===== src/rtl/mem_arbiter.sv =====
// mem_arbiter: two-port (instruction/data) arbiter onto a single shared memory with registered requests
module mem_arbiter #(
    parameter bit DATA_PRIORITY = 1'b1
) (
    input  logic        clk,
    input  logic        rst,
    input  logic        instr_read,
    input  logic [31:0] instr_mem_address,
    output logic [31:0] instr_mem_rdata,
    output logic        instr_mem_resp,
    input  logic        data_read,
    input  logic        data_write,
    input  logic [3:0]  data_mbe,
    input  logic [31:0] data_mem_address,
    input  logic [31:0] data_mem_wdata,
    output logic [31:0] data_mem_rdata,
    output logic        data_mem_resp,
    output logic        mem_read,
    output logic        mem_write,
    output logic [3:0]  mem_mbe,
    output logic [31:0] mem_address,
    output logic [31:0] mem_wdata,
    input  logic [31:0] mem_rdata,
    input  logic        mem_resp
);
    localparam logic [1:0] IDLE  = 2'd0;
    localparam logic [1:0] INSTR = 2'd1;
    localparam logic [1:0] DATA  = 2'd2;
    logic [1:0]  r_state;
    logic [31:0] r_addr;
    logic [31:0] r_wdata;
    logic [3:0]  r_mbe;
    logic        r_write;
    logic        w_grant_data;
    logic        w_grant_instr;
    logic        w_in_instr;
    logic        w_in_data;
    logic        w_busy;
    assign w_grant_data  = (data_read | data_write) & (DATA_PRIORITY | ~instr_read);
    assign w_grant_instr = instr_read & ~w_grant_data;
    // a simultaneous read+write is latched as a write
    always_ff @(posedge clk or negedge rst) begin
        if (!rst) begin
            r_state <= IDLE;
            r_addr  <= '0;
            r_wdata <= '0;
            r_mbe   <= '0;
            r_write <= 1'b0;
        end else if (r_state == IDLE) begin
            if (w_grant_data) begin
                r_state <= DATA;
                r_addr  <= data_mem_address;
                r_wdata <= data_mem_wdata;
                r_mbe   <= data_mbe;
                r_write <= data_write;
            end else if (w_grant_instr) begin
                r_state <= INSTR;
                r_addr  <= instr_mem_address;
                r_wdata <= '0;
                r_mbe   <= 4'hf;
                r_write <= 1'b0;
            end
        end else if (mem_resp || (r_state != INSTR && r_state != DATA)) begin
            r_state <= IDLE;
        end
    end
    assign w_in_instr      = r_state == INSTR;
    assign w_in_data       = r_state == DATA;
    assign w_busy          = w_in_instr | w_in_data;
    assign mem_read        = w_in_instr | (w_in_data & ~r_write);
    assign mem_write       = w_in_data & r_write;
    assign mem_mbe         = w_busy ? (r_write ? r_mbe : 4'hf) : 4'h0;
    assign mem_address     = w_busy ? r_addr : 32'h0;
    assign mem_wdata       = (w_busy & r_write) ? r_wdata : 32'h0;
    assign instr_mem_resp  = w_in_instr & mem_resp;
    assign instr_mem_rdata = instr_mem_resp ? mem_rdata : 32'h0;
    assign data_mem_resp   = w_in_data & mem_resp;
    assign data_mem_rdata  = (data_mem_resp & ~r_write) ? mem_rdata : 32'h0;
endmodule


===== config.mk =====
export PLATFORM = sky130hd
export DESIGN_NAME = mem_arbiter
export DESIGN_NICKNAME = d
export VERILOG_FILES = /design/src/rtl/mem_arbiter.sv
export SDC_FILE = /design/constraint.sdc
export NUM_CORES = 1
export LEC_CHECK = 0
export BUFFER_PORTS_ARGS = -buffer_cell sky130_fd_sc_hd__buf_2
export CORE_MARGIN = 2
export CORE_UTILIZATION = 38
export CTS_BUF_LIST = sky130_fd_sc_hd__clkbuf_16
export CTS_CLUSTER_SIZE = 16
export DETAILED_ROUTE_END_ITERATION = 16
export PLACE_DENSITY = 0.8
export SYNTH_ARGS = -nofsm -noshare
export SYNTH_HDL_FRONTEND = slang
export SYNTH_SLANG_ARGS = --single-unit

===== constraint.sdc =====
create_clock -name clk -period 1.4 [get_ports clk]
set_input_delay 0.14 -clock clk [delete_from_list [all_inputs] [get_ports clk]]
set_output_delay 0.14 -clock clk [all_outputs]
set_load 0.02 [all_outputs]

After elaboration in Yosys (flattened, before gate mapping)
Index checks and enable logic that the tools add are counted.
Operators by class
  reduce and logical (&&, ||, !) cells: 7
  multiplexer cells: 18
  bitwise logic cells: 12
  equal/unequal tests: 5
Operators with widths (count)
  $mux 32: 8
  $mux 4: 4
  $mux 2: 4
  $and 1x1->1: 7
  $reduce_and 2->1: 2
  $reduce_bool 2->1: 2
  $ne 3x3->1 const B: 1
  $or 1x1->1: 3
  $eq 2x1->1 const B: 1
  $eq 2x2->1 const B: 1
  $logic_not 2->1: 1
  $mux 1: 2
  $ne 2x1->1 const B: 1
  $ne 2x2->1 const B: 1
  $not 1->1: 2
  $logic_and 1x1->1: 1
  $logic_or 1x1->1: 1
Word-level totals
  input bits: 138
  bits in registers: 71

Logic depth before layout (Yosys ltp)
Gate-level depths: netlist of the first run.
  depth after elaboration: 6
  mapped depth: 7
  gate-level depth less buffers: 5

Worst setup path before layout of the first run
OpenSTA, ideal clock, no wires.
  kind: register -> output
  start: reg r_state[0]
  end: out mem_mbe[0]
  data required time: 1260 ps
  arrival time: 1541 ps
  stages on the path, launching flop included: 5
  setup slack: -281 ps
  path buffers: 1
  cells stage by stage: dfrtp_1 -> inv_1 -> ha_1 -> clkbuf_1 -> a21boi_0
On the way
  longest elaborated chain between the ends: 3
  elaborated cells on any way between the ends: 4
RTL lines
  start, declared: line 29  | logic [1:0] r_state;
  start signal, assigned: line 44  | r_state <= IDLE;
  start signal, assigned: line 51  | r_state <= DATA;
  start signal, assigned: line 57  | r_state <= INSTR;
  $eq 2x1->1 / $eq 2x2->1 (equally long branches): line 67, 68
  $or 1x1->1 (*): line 69  | assign w_busy = w_in_instr | w_in_data;
  $mux 4 (*): line 72  | assign mem_mbe = w_busy ? (r_write ? r_mbe : 4'hf) : 4'h0;
  end, declared: line 20  | output logic [3:0] mem_mbe,
Every way passes the cells marked *; elsewhere a longest branch is shown, timed or not.

Final worst setup path of the first run
  start: reg r_state[0]
  end: out data_mem_rdata[4]
On the way
  longest elaborated chain between the ends: 4
RTL lines
  $eq 2x2->1: line 68  | assign w_in_data = r_state == DATA;
  $and 1x1->1: line 77  | assign data_mem_resp = w_in_data & mem_resp;
  $and 1x1->1: line 78  | assign data_mem_rdata = (data_mem_resp & ~r_write) ? mem_rdata : 32'h0;
  $mux 32: line 78
  end, declared: line 16  | output logic [31:0] data_mem_rdata,
Every way passes these cells.

==> results.txt, run 1 <==
The floorplan die height came out at 106 um. The fraction of final layout cells sized beyond drive strength 1 is 0.596. The start-to-end type of the worst setup path is register to output port. The area growth from synthesis to final layout came out at 79.5%.

The via-per-instance ratio is 5.24. The synthesized instance count is 408. The max-slew headroom at the worst pin came out at 0.648. The initial antenna violation count is 6.

The overall track demand over capacity in global routing came out at 0.230. The sequential-to-total area share from yosys stat came out at 0.453. The pin count of the biggest net entering global routing came out at 72.

The cell sitting at the root of the clock tree is a clkbuf_16. Routability-driven placement finished with a final weighted congestion of 0.916. The number of rows created at floorplan came out at 37. The checks that failed: setup timing. The via count of the first global-routing pass is 4,112. The net count of the mapped netlist is 549.

After synthesis the netlist holds a flip-flop and latch count of 71. The estimated wirelength of the detail-placed design is 9260 um. The total power after layout is 14.2 mW. The DRC violations left came out at 0. The region available for standard cell placement spans 10,200 um^2. For this design the static power due to leakage is 3.65 nW. The clock-pin slew of the registers on the worst-case setup and hold paths is 0.06 ns.

The total power per unit cell area came out at 2020 nW/um^2. The wire length of the first global-routing pass is 20,600 um. The largest fanout on the critical path came out at 16.

The TritonCTS clock tree is built. The worst voltage drop across the vdd grid came out at 1.08 mV. STA classifies the critical path startpoint as a register. The starting density of the core came out at 0.385. During I/O placement, the number of pins put on the boundary was 274. Detailed routing inserted a total of 4,320 vias.

The arrival time at the worst endpoint is 1.70 ns. The post-synth design cell area is 3920 um^2. The wire length per cell after detailed routing is 18.9 um.

The maximum clock path buffer count is 2. The overall die area came out at 11,100 um^2. The total wire length is 15,600 um.

The H-tree depth is 3. The achievable clock frequency came out at 544 MHz. The classification of the worst-slack hold path is input port to register. The quantity of I/O buffers inserted on ports is 273. The number of buffers created by CTS is 9. The per-instance average area after synthesis is 9.61 um^2.

The first detailed-routing pass ran for 6 iterations. The number of warnings issued by yosys came out at 0. The required time at the worst-slack endpoint is 1.26 ns. The horizontal extent of the die is 106 um. The setup slack of the most critical reg-to-reg path came out at -0.17 ns.

The total setup violations reported at the end of the flow is 138. The number of nets in the finished design came out at 820. The setup total negative slack is -48.90 ns. The slew at the pin closest to its max-slew limit is 0.524 ns. The final worst-path cycle share is 1.31.

STA classifies the critical path endpoint as an output port. The total overflow left after global routing is 0. The sink count of the clock tree came out at 71.

The run finished, with violations left. The number of pins with negative max-slew slack in the final report is 0. The post-detailed-route count of antenna-violating nets is 0. After layout, the worst setup slack is -0.437 ns.

The post-route clock skew is 0.00831 ns. The number of hold violations in the final report came out at 0. Setup repair after global routing could not meet its margin everywhere. The later-pin clock latency in the skew report came out at 0.32 ns. The initial DRC count is 289.

The worst slack at placement is -0.0659 ns. The final critical-path required period came out at 1.84 ns. The max-cap check violation count came out at 0. The number of distinct library cells after synthesis is 24.
[per-layer routing]
layer,GRT usage,routed length (um),up-vias
met3,0.0464,853,44
li1,-,-,1985
met1,0.257,5800,2073
met5,0,0,-
met2,0.426,8330,218
met4,0.0921,650,0
[critical path, stage by stage, from the launching register on]
cell	delay (ns)
dfrtp_1	0.39
inv_2	0.08
ha_2	0.19
and2_4	0.18
clkbuf_16	0.17
and3_1	0.20
buf_4	0.16
[cell usage in the layout (no fill, tap or decap), types with 2 or more instances in the layout]
| cell type | netlist | layout |
|---|---|---|
| dfrtp_1 | 71 | 71 |
| nand2_1 | 35 | 35 |
| a22o_1 | 32 | 32 |
| inv_1 | 8 | 7 |
| clkinv_2 | 0 | 3 |
| clkbuf_16 | 0 | 14 |
| and3_2 | 0 | 22 |
| nor2_1 | 4 | 4 |
| and2_4 | 0 | 10 |
| and2_1 | 35 | 17 |
| inv_2 | 0 | 2 |
| ha_4 | 0 | 2 |
| buf_4 | 12 | 34 |
| mux2i_1 | 32 | 32 |
| buf_2 | 3 | 138 |
| and2_2 | 0 | 8 |
| buf_12 | 0 | 10 |
| diode_2 | 0 | 6 |
| and3_1 | 96 | 33 |
| and3_4 | 0 | 41 |
| a21boi_2 | 0 | 4 |
| a21oi_1 | 5 | 5 |
| o21ai_1 | 32 | 35 |
| buf_6 | 3 | 112 |
[metrics by stage]
step	area (um^2)	utilization	instances	hold WS, ns
after floorplan	3990	-	408	-0.156
after global placement	5560	0.546	793	0.188
after detailed placement	5560	0.546	793	0.203
after CTS	6300	0.619	810	0.0275
after global routing	7040	0.691	825	0.0290
final	7040	0.691	825	0.0396
[area by class of cell]
cell class / instances / area, um^2
inverters: 8 / 30.0
clock inverters: 6 / 30.0
well taps: 136 / 170
diodes: 6 / 15.0
fillers: 721 / 3150
clock buffers: 9 / 225
repair buffers: 301 / 2570
flip-flops and latches: 71 / 1780
multi-input cells: 288 / 2220
[power breakdown]
group	leakage, nW	switching (mW)	internal [mW]	total, mW
clock	0.130	0.829	1.17	1.99
combinational	2.65	4.42	4.25	8.67
sequential	0.870	0.541	3.04	3.58
total	3.65	5.79	8.46	14.2
[cell usage after synthesis, drive strengths merged]
cell type,number,area (um^2)
a21boi,4,30.0
a21o,1,7.51
a21oi,5,25.0
a22o,32,280
and2,35,219
and3,96,601
buf,18,139
clkbuf,23,86.3
dfrtp,71,1780
ha,3,37.5
inv,8,30.0
mux2i,32,320
nand2,35,131
nand3b,1,7.51
nor2,5,26.3
nor2b,1,6.26
nor3b,1,7.51
o211ai,1,7.51
o21ai,35,175
o31ai,1,7.51
[cell families after synthesis]
group	synth area share
AND/OR/NAND/NOR	0.255
AO/OA/AOI/OAI	0.136
flip-flops	0.453
buffers and inverters	0.0651
multiplexers	0.0817
adder cells (fa/ha/maj)	0.00957
[what timing repair did]
item,in CTS,in global routing
setup endpoints to repair,137,139
hold buffers,1,0
setup buffers,0,2
gates cloned,1,7
gates resized for setup,163,144
pin swaps,1,13
hold endpoints to repair,71,0
[final timing paths]
| check | from | to | cells past startpoint |
|---|---|---|---|
| min in group asynchronous | rst | r_addr[11]$_DFFE_PN0P_ | 3 |
| max in group asynchronous | rst | r_mbe[3]$_DFFE_PN0P_ | 3 |
| hold reg to reg | r_addr[17]$_DFFE_PN0P_ | r_addr[17]$_DFFE_PN0P_ | 2 |
| setup / recovery | r_state[0]$_DFFE_PN0P_ | data_mem_rdata[4] | 6 |
| setup reg to reg | r_state[1]$_DFFE_PN0P_ | r_state[1]$_DFFE_PN0P_ | 7 |
| hold / removal | data_mem_wdata[8] | r_wdata[8]$_DFFE_PN0P_ | 2 |
[sequential cells by signal (all words and copies together), names as in the netlist]
signal and flops:
r_addr 32, r_wdata 32, r_mbe 4, r_state 2, r_write 1
(Power assumes the default switching activity.)
==> run 2: changes to the inputs <==
CORE_AREA = 2 2 105 107   (was default)
CORE_MARGIN = default   (was 2)
CORE_UTILIZATION = default   (was 38)
DIE_AREA = 0 0 107 109   (was default)
PLACE_DENSITY = 0.76   (was 0.8)
clock period = 2.1 ns   (was 1.4 ns; I/O delays follow)
==> run 2 against run 1 <==
Effect of this change: cell count shrank 1.7%; routed wire length shrank 18%; utilization shrank 15 points; largest power group unchanged; critical path depth shrank 1; worst hold slack gained 0.066 ns; largest cell class is now multi-input gates; combinational power shrank 53%; the run now ends clean.
==> results.txt, run 2 (synthesized netlist as in run 1, its figures left out) <==
The worst reg2reg path depth is 6. In this run the clock root is driven by a clkbuf_16. TritonCTS built the clock tree. The floorplan step defined a core boundary enclosing 10,600 um^2. After filler insertion, the fill cell instance count of the layout stands at 986. The launching point of the worst reg2reg path is r_state[0]$_DFFE_PN0P_. Headroom to the max-slew limit came out at 0.391. Leaving out fill and tap cells, the most frequent cell in the layout is buf_2. The largest fanout on the critical path is 38. In the routed layout, each cell is associated on average with a via count of 4.99. The setup slack of the most critical reg-to-reg path came out at 0.30 ns.

The number of hold violations in the final report is 0. Setup repair after global routing could not meet its margin everywhere. The overall die area came out at 11,700 um^2. The sink count of the clock tree is 71. The initial antenna violation count is 2. The horizontal extent of the die came out at 107 um. The worst setup path is launched from a register. Based on the critical path, the design can be clocked at up to 504 MHz. The final worst-path cycle share came out at 0.946. The critical path startpoint is r_state[0]$_DFFE_PN0P_. The required time at the worst-slack endpoint came out at 1.89 ns. Following the worst setup path forward leads to its endpoint at mem_mbe[0]. The count of buffers added on input and output ports is 273. The wire length per cell after detailed routing came out at 15.9 um. The min-delay analysis places its worst path in the category input port to register.

The via count of the first global-routing pass is 3,792. The number of top-level pins is 274. The slew at the pin closest to its max-slew limit came out at 0.904 ns. The detailed-routing iteration count for the pre-antenna-repair pass came out at 4. The first global-routing pass estimated 19,000 um of wire. The post-detailed-route count of antenna-violating nets is 0. The flow ran to the end, and the final reports show no timing, DRC or antenna violations. After detailed placement, the total cell area comes to 5380 um^2. The final worst hold slack is 0.106 ns. The final critical-path required period came out at 1.99 ns. The final cell area excluding filler cells came out at 5710 um^2. The total overflow reported by the global router came out at 0. The pin count of the biggest net entering global routing came out at 72. The total number of vias is 4,044.

The floorplan die height came out at 109 um. The top cell types in the final layout, fill and taps aside, are buf_2, and3_1, dfrtp_1, and2_1, nand2_1. The total power per unit cell area is 1380 nW/um^2.

The number of placed cells counting well taps came out at 792. The total wire length came out at 12,900 um. The number of nets in the finished design is 806.

The later-pin clock latency in the skew report is 0.32 ns. For this run, design rule violations remaining after detail routing come to 0. The largest registers in the layout are r_addr (32), r_wdata (32), r_mbe (4). In the final layout, the share of cells above drive strength 1 is 0.450. Row generation in the floorplan step produced 38 rows. The overall track demand over capacity in global routing is 0.210. The leakage dissipation is 3.50 nW. In this run the critical register-to-register path is captured at r_wdata[2]$_DFFE_PN0P_.

The count of placed standard cells in the final layout, fillers left out came out at 811. In the final layout, the multi-input gates occupy 1910 um^2. The total setup violations reported at the end of the flow is 0. The max-cap check violation count came out at 0. The maximum clock path buffer count came out at 2. Across the VDD grid, the largest voltage drop is 0.690 mV.

The routability congestion estimate came out at 0.812. The initial utilization of the core area, before any placement, comes to 0.370. Registers take 1780 um^2. The arrival time at the worst endpoint is 1.78 ns.

The H-tree depth is 3. Overall power consumption after layout is estimated at 7.90 mW. The worst setup path is of the register to output port kind.

The initial DRC count came out at 388. After clock tree synthesis, the clock-pin slew on the worst setup and hold paths is 0.06 ns. For this run, the share of the core covered by cells in the final layout is 0.538. Detailed placement ended at an HPWL of 9670 um. The post-route clock skew is 0.00540 ns. The type of destination of the critical path is an output port. The number of pins with negative max-slew slack in the final report came out at 0. The number of buffers created by CTS came out at 9. Compared with the post-synthesis result, the final layout area differs by 45.6%.
==> run 2: changes by cell type in the layout (fill, tap and decap cells not counted), moves of 18 or more <==
cell    before  now
and3_2      22    0
buf_2      138  273
and2_1      17   35
buf_4       34    6
and3_4      41    0
buf_6      112    1
and3_1      33   96
==> run 2: layer usage <==
| metal | vias to the layer above | wire, um | GRT usage |
|---|---|---|---|
| met3 | 20 | 757 | 0.0436 |
| li1 | 1944 | - | - |
| met1 | 1902 | 4960 | 0.239 |
| met4 | 0 | 263 | 0.0928 |
| met2 | 178 | 6910 | 0.383 |
| met5 | - | 0 | 0 |
==> run 2: area by class of cell <==
type / count / share of cell area
multi-input combinational: 288 / 0.334
sequential: 71 / 0.311
timing repair buffer: 287 / 0.269
clock buffer: 9 / 0.0394
tap: 140 / 0.0307
clock inverter: 6 / 0.00942
inverter: 8 / 0.00526
antenna: 2 / 0.000877
==> run 2: through the flow <==
step	setup slack, ns	setup TNS (ns)
6_report	0.114	0
5_1_grt	-0.0213	-0.0373
4_1_cts	0.0164	0
3_5_place_dp	0.117	0
3_3_place_gp	0.165	0
2_1_floorplan	0.349	0
==> run 2: how the worst min path moves through the flow <==
stage / start / cells after the start / end
after global routing: data_mem_wdata[7] / 2 / r_wdata[7]$_DFFE_PN0P_
after CTS: data_mem_wdata[26] / 2 / r_wdata[26]$_DFFE_PN0P_
final: data_mem_wdata[26] / 2 / r_wdata[26]$_DFFE_PN0P_
after detailed placement: rst / 2 / r_state[1]$_DFFE_PN0P_
after floorplan: rst / 0 / r_addr[0]$_DFFE_PN0P_
after global placement: rst / 2 / r_state[0]$_DFFE_PN0P_
==> run 2: worst max-delay path, stage by stage (launching register included) <==
cell      delay (ns)
dfrtp_1         0.39
inv_1           0.08
ha_1            0.36
buf_8           0.21
a21boi_0        0.20
buf_2           0.21
==> run 2: report_power, final <==
group          leakage (nW)  total [mW]  switching, mW  internal (mW)
Combinational          2.49        4.11           2.53           1.58
Clock                 0.138        1.43          0.536          0.897
Sequential            0.870        2.36          0.336           2.03
==> run 2: timing repair <==
action | in CTS | in global routing
endpoints found under the hold margin | 71 | 0
gates resized for setup | 0 | 7
buffers inserted | 0 | 0
hold buffers | 1 | 0
setup endpoints to repair | 0 | 12
==> run 3: changes to the inputs <==
PLACE_DENSITY = default   (was 0.76)
PLACE_DENSITY_LB_ADDON = 0.15   (was default)
==> run 3 against run 2 <==
Effect of this change: first-iteration DRC count decreased by 38%; sequential share of layout area about the same; power decreased by 0.87%; highest routed layer unchanged.
==> results.txt, run 3 (synthesized netlist as in run 1, its figures left out) <==
The worst setup path is launched from a register. The path class of the tightest hold or removal check is input port to register. The final worst hold slack is 0.0991 ns. The leakage dissipation is 3.49 nW. For this run, the total global-route usage over all layers was measured as 0.192.

The number of antenna diodes is 0. The setup total negative slack came out at 0 ns. The worst setup path is captured at an output port. Of the total power, combinational logic draws 0.516.

The DRC violations left is 0. In the layout the commonest cells are buf_2, and3_1, dfrtp_1, and2_1, nand2_1. The TritonCTS clock tree is built.

The switching share of power is 0.439. The portion of total power attributed to the clock network is 0.186. The library cell used most frequently in the layout, excluding fill and tap cells, is buf_2. For met3 alone, demand over resource in global routing was 0.0377.

The horizontal extent of the die came out at 107 um. The quantity of I/O buffers inserted on ports came out at 273. Clock-pin slew was measured on the worst setup and hold paths at 0.07 ns. The number of top-level pins came out at 274. Of the total power, registers draw 0.297. The via-per-instance ratio is 4.91.

The met1 layer usage reported by global route came out at 0.259. The overall die area is 11,700 um^2. The number of hold violations in the final report was 0.

The standard cell core area is 10,600 um^2. The internal cell power came out at 4.40 mW. The achievable clock frequency is 497 MHz. The flow ran to the end, and the final reports show no timing, DRC or antenna violations. The pin count of the biggest net entering global routing is 47.

The global routing stage identified its most utilized layer as met2. The starting density of the core is 0.370. Once detail routing completed, the nets flagged for antenna violations numbered 0. The largest registers in the layout are r_addr (32), r_wdata (32), r_mbe (4). The via count of the first global-routing pass is 3,542. The net load switching power is 3.44 mW. Across the run, the number of max-cap violations was 0.

The total number of vias is 3,966. The instance area at placement came out at 5400 um^2. The wire length per cell after detailed routing is 14.8 um. The maximum clock path buffer count came out at 2. At the end of routability-driven placement, the weighted congestion stood at 0.768.

The largest fanout on the critical path is 46. The floorplan die height is 109 um. The required time at the worst-slack endpoint is 1.89 ns.

The initial antenna violation count is 0. The total overflow reported by the global router came out at 0. The sink count of the clock tree is 71. The post-route clock skew came out at 0.00776 ns. Setup repair after global routing left no endpoint under its margin.

The wire length of the first global-routing pass came out at 17,900 um. Relative to the synthesized area, the layout overhead comes to 45.5%. The share of the core filled with cells in the final layout is 0.538.

The total wire length came out at 11,900 um. The initial DRC count came out at 242. The slew at the pin closest to its max-slew limit came out at 1.13 ns. CTS placed an instance of clkbuf_16 at the clock tree root. In this run the core area contains 38 standard-cell rows. The total power per unit cell area came out at 1370 nW/um^2. The number of buffers created by CTS came out at 9. The worst slack at placement came out at 0.189 ns. The final worst-path cycle share is 0.958.

The arrival time at the worst endpoint came out at 1.80 ns. For this run, the detailed router's first-pass iteration total came to 4. The setup path with the least slack is of type register to output port. For met2 alone, demand over resource in global routing was 0.315. The post-CTS setup buffer count came out at 0. After routing the design area is 5700 um^2. The worst voltage drop across the vdd grid came out at 0.583 mV.

The H-tree depth came out at 3. Of the cells placed in the final design, the portion with a size suffix greater than 1 is 0.455. Subtracting the final worst setup slack from the clock period gives 2.01 ns.

The number of pins with negative max-slew slack in the final report came out at 0. The max-slew headroom at the worst pin came out at 0.249. The estimated wirelength of the detail-placed design is 8720 um. The smallest setup slack after layout is 0.0878 ns. After the last flow step, the layout net total stands at 804. The total setup violations reported at the end of the flow is 0. For the worst-skew pair, the clock arrives at the later sink with an insertion delay of 0.33 ns.
run 3: cell count changes in the layout (fill, tap and decap cells not counted), sizes merged:
| cell | delta |
|---|---|
| bufinv | -1 |
| clkinv | -2 |
| diode | -2 |
| clkinvlp | +1 |
| buf | -2 |
| inv | +3 |
run 3: timing repair:
action                     in CTS  in global routing
hold buffers                    1                  0
resized for setup               0                  2
setup endpoints to repair       0                  8
hold endpoints to repair       29                  0
run 3: final timing paths:
check	startpoint	end	slack, ns	depth (start not counted)
setup reg to reg	r_state[0]$_DFFE_PN0P_	r_wdata[19]$_DFFE_PN0P_	0.43	5
max in group asynchronous	rst	r_wdata[16]$_DFFE_PN0P_	1.17	3
setup / recovery	r_state[0]$_DFFE_PN0P_	mem_mbe[3]	0.09	5
min in group asynchronous	rst	r_wdata[8]$_DFFE_PN0P_	0.35	2
hold / removal	data_mem_wdata[26]	r_wdata[26]$_DFFE_PN0P_	0.1	2
hold reg to reg	r_addr[7]$_DFFE_PN0P_	r_addr[7]$_DFFE_PN0P_	0.48	2
run 3: power by group through the flow:
stage	logic (mW)	clock network, mW	registers, mW
global route	4.43	1.56	2.41
CTS	4.07	1.50	2.32
detailed placement	4.07	0	2.33
global placement	4.02	0	2.32
finish	4.05	1.46	2.33
floorplan	2.85	0	2.25
run 3: worst max-delay path, stage by stage (launching register included):
cell      delay [ns]
dfrtp_1         0.40
inv_1           0.09
ha_2            0.36
buf_12          0.19
a21boi_1        0.23
buf_2           0.20
run 3: cell type report:
cell class                      instances  area (um^2)
Inverter                                8         30.0
Clock inverter                          7         61.3
Timing Repair Buffer                  285         1530
Sequential cell                        71         1780
Tap cell                              140          175
Clock buffer                            9          225
Fill cell                            1005         4900
Multi-Input combinational cell        288         1910
run 3: per-stage QoR:
step	total power [mW]	cells
after detailed placement	6.39	791
after floorplan	5.10	408
after CTS	7.90	808
after global placement	6.34	791
after global routing	8.41	808
final	7.83	808
run 3: metal layers:
metal	share of wire	up-vias
li1	-	1944
met1	0.43	1813
met2	0.48	193
met3	0.078	16
met4	0.012	0
met5	0	-
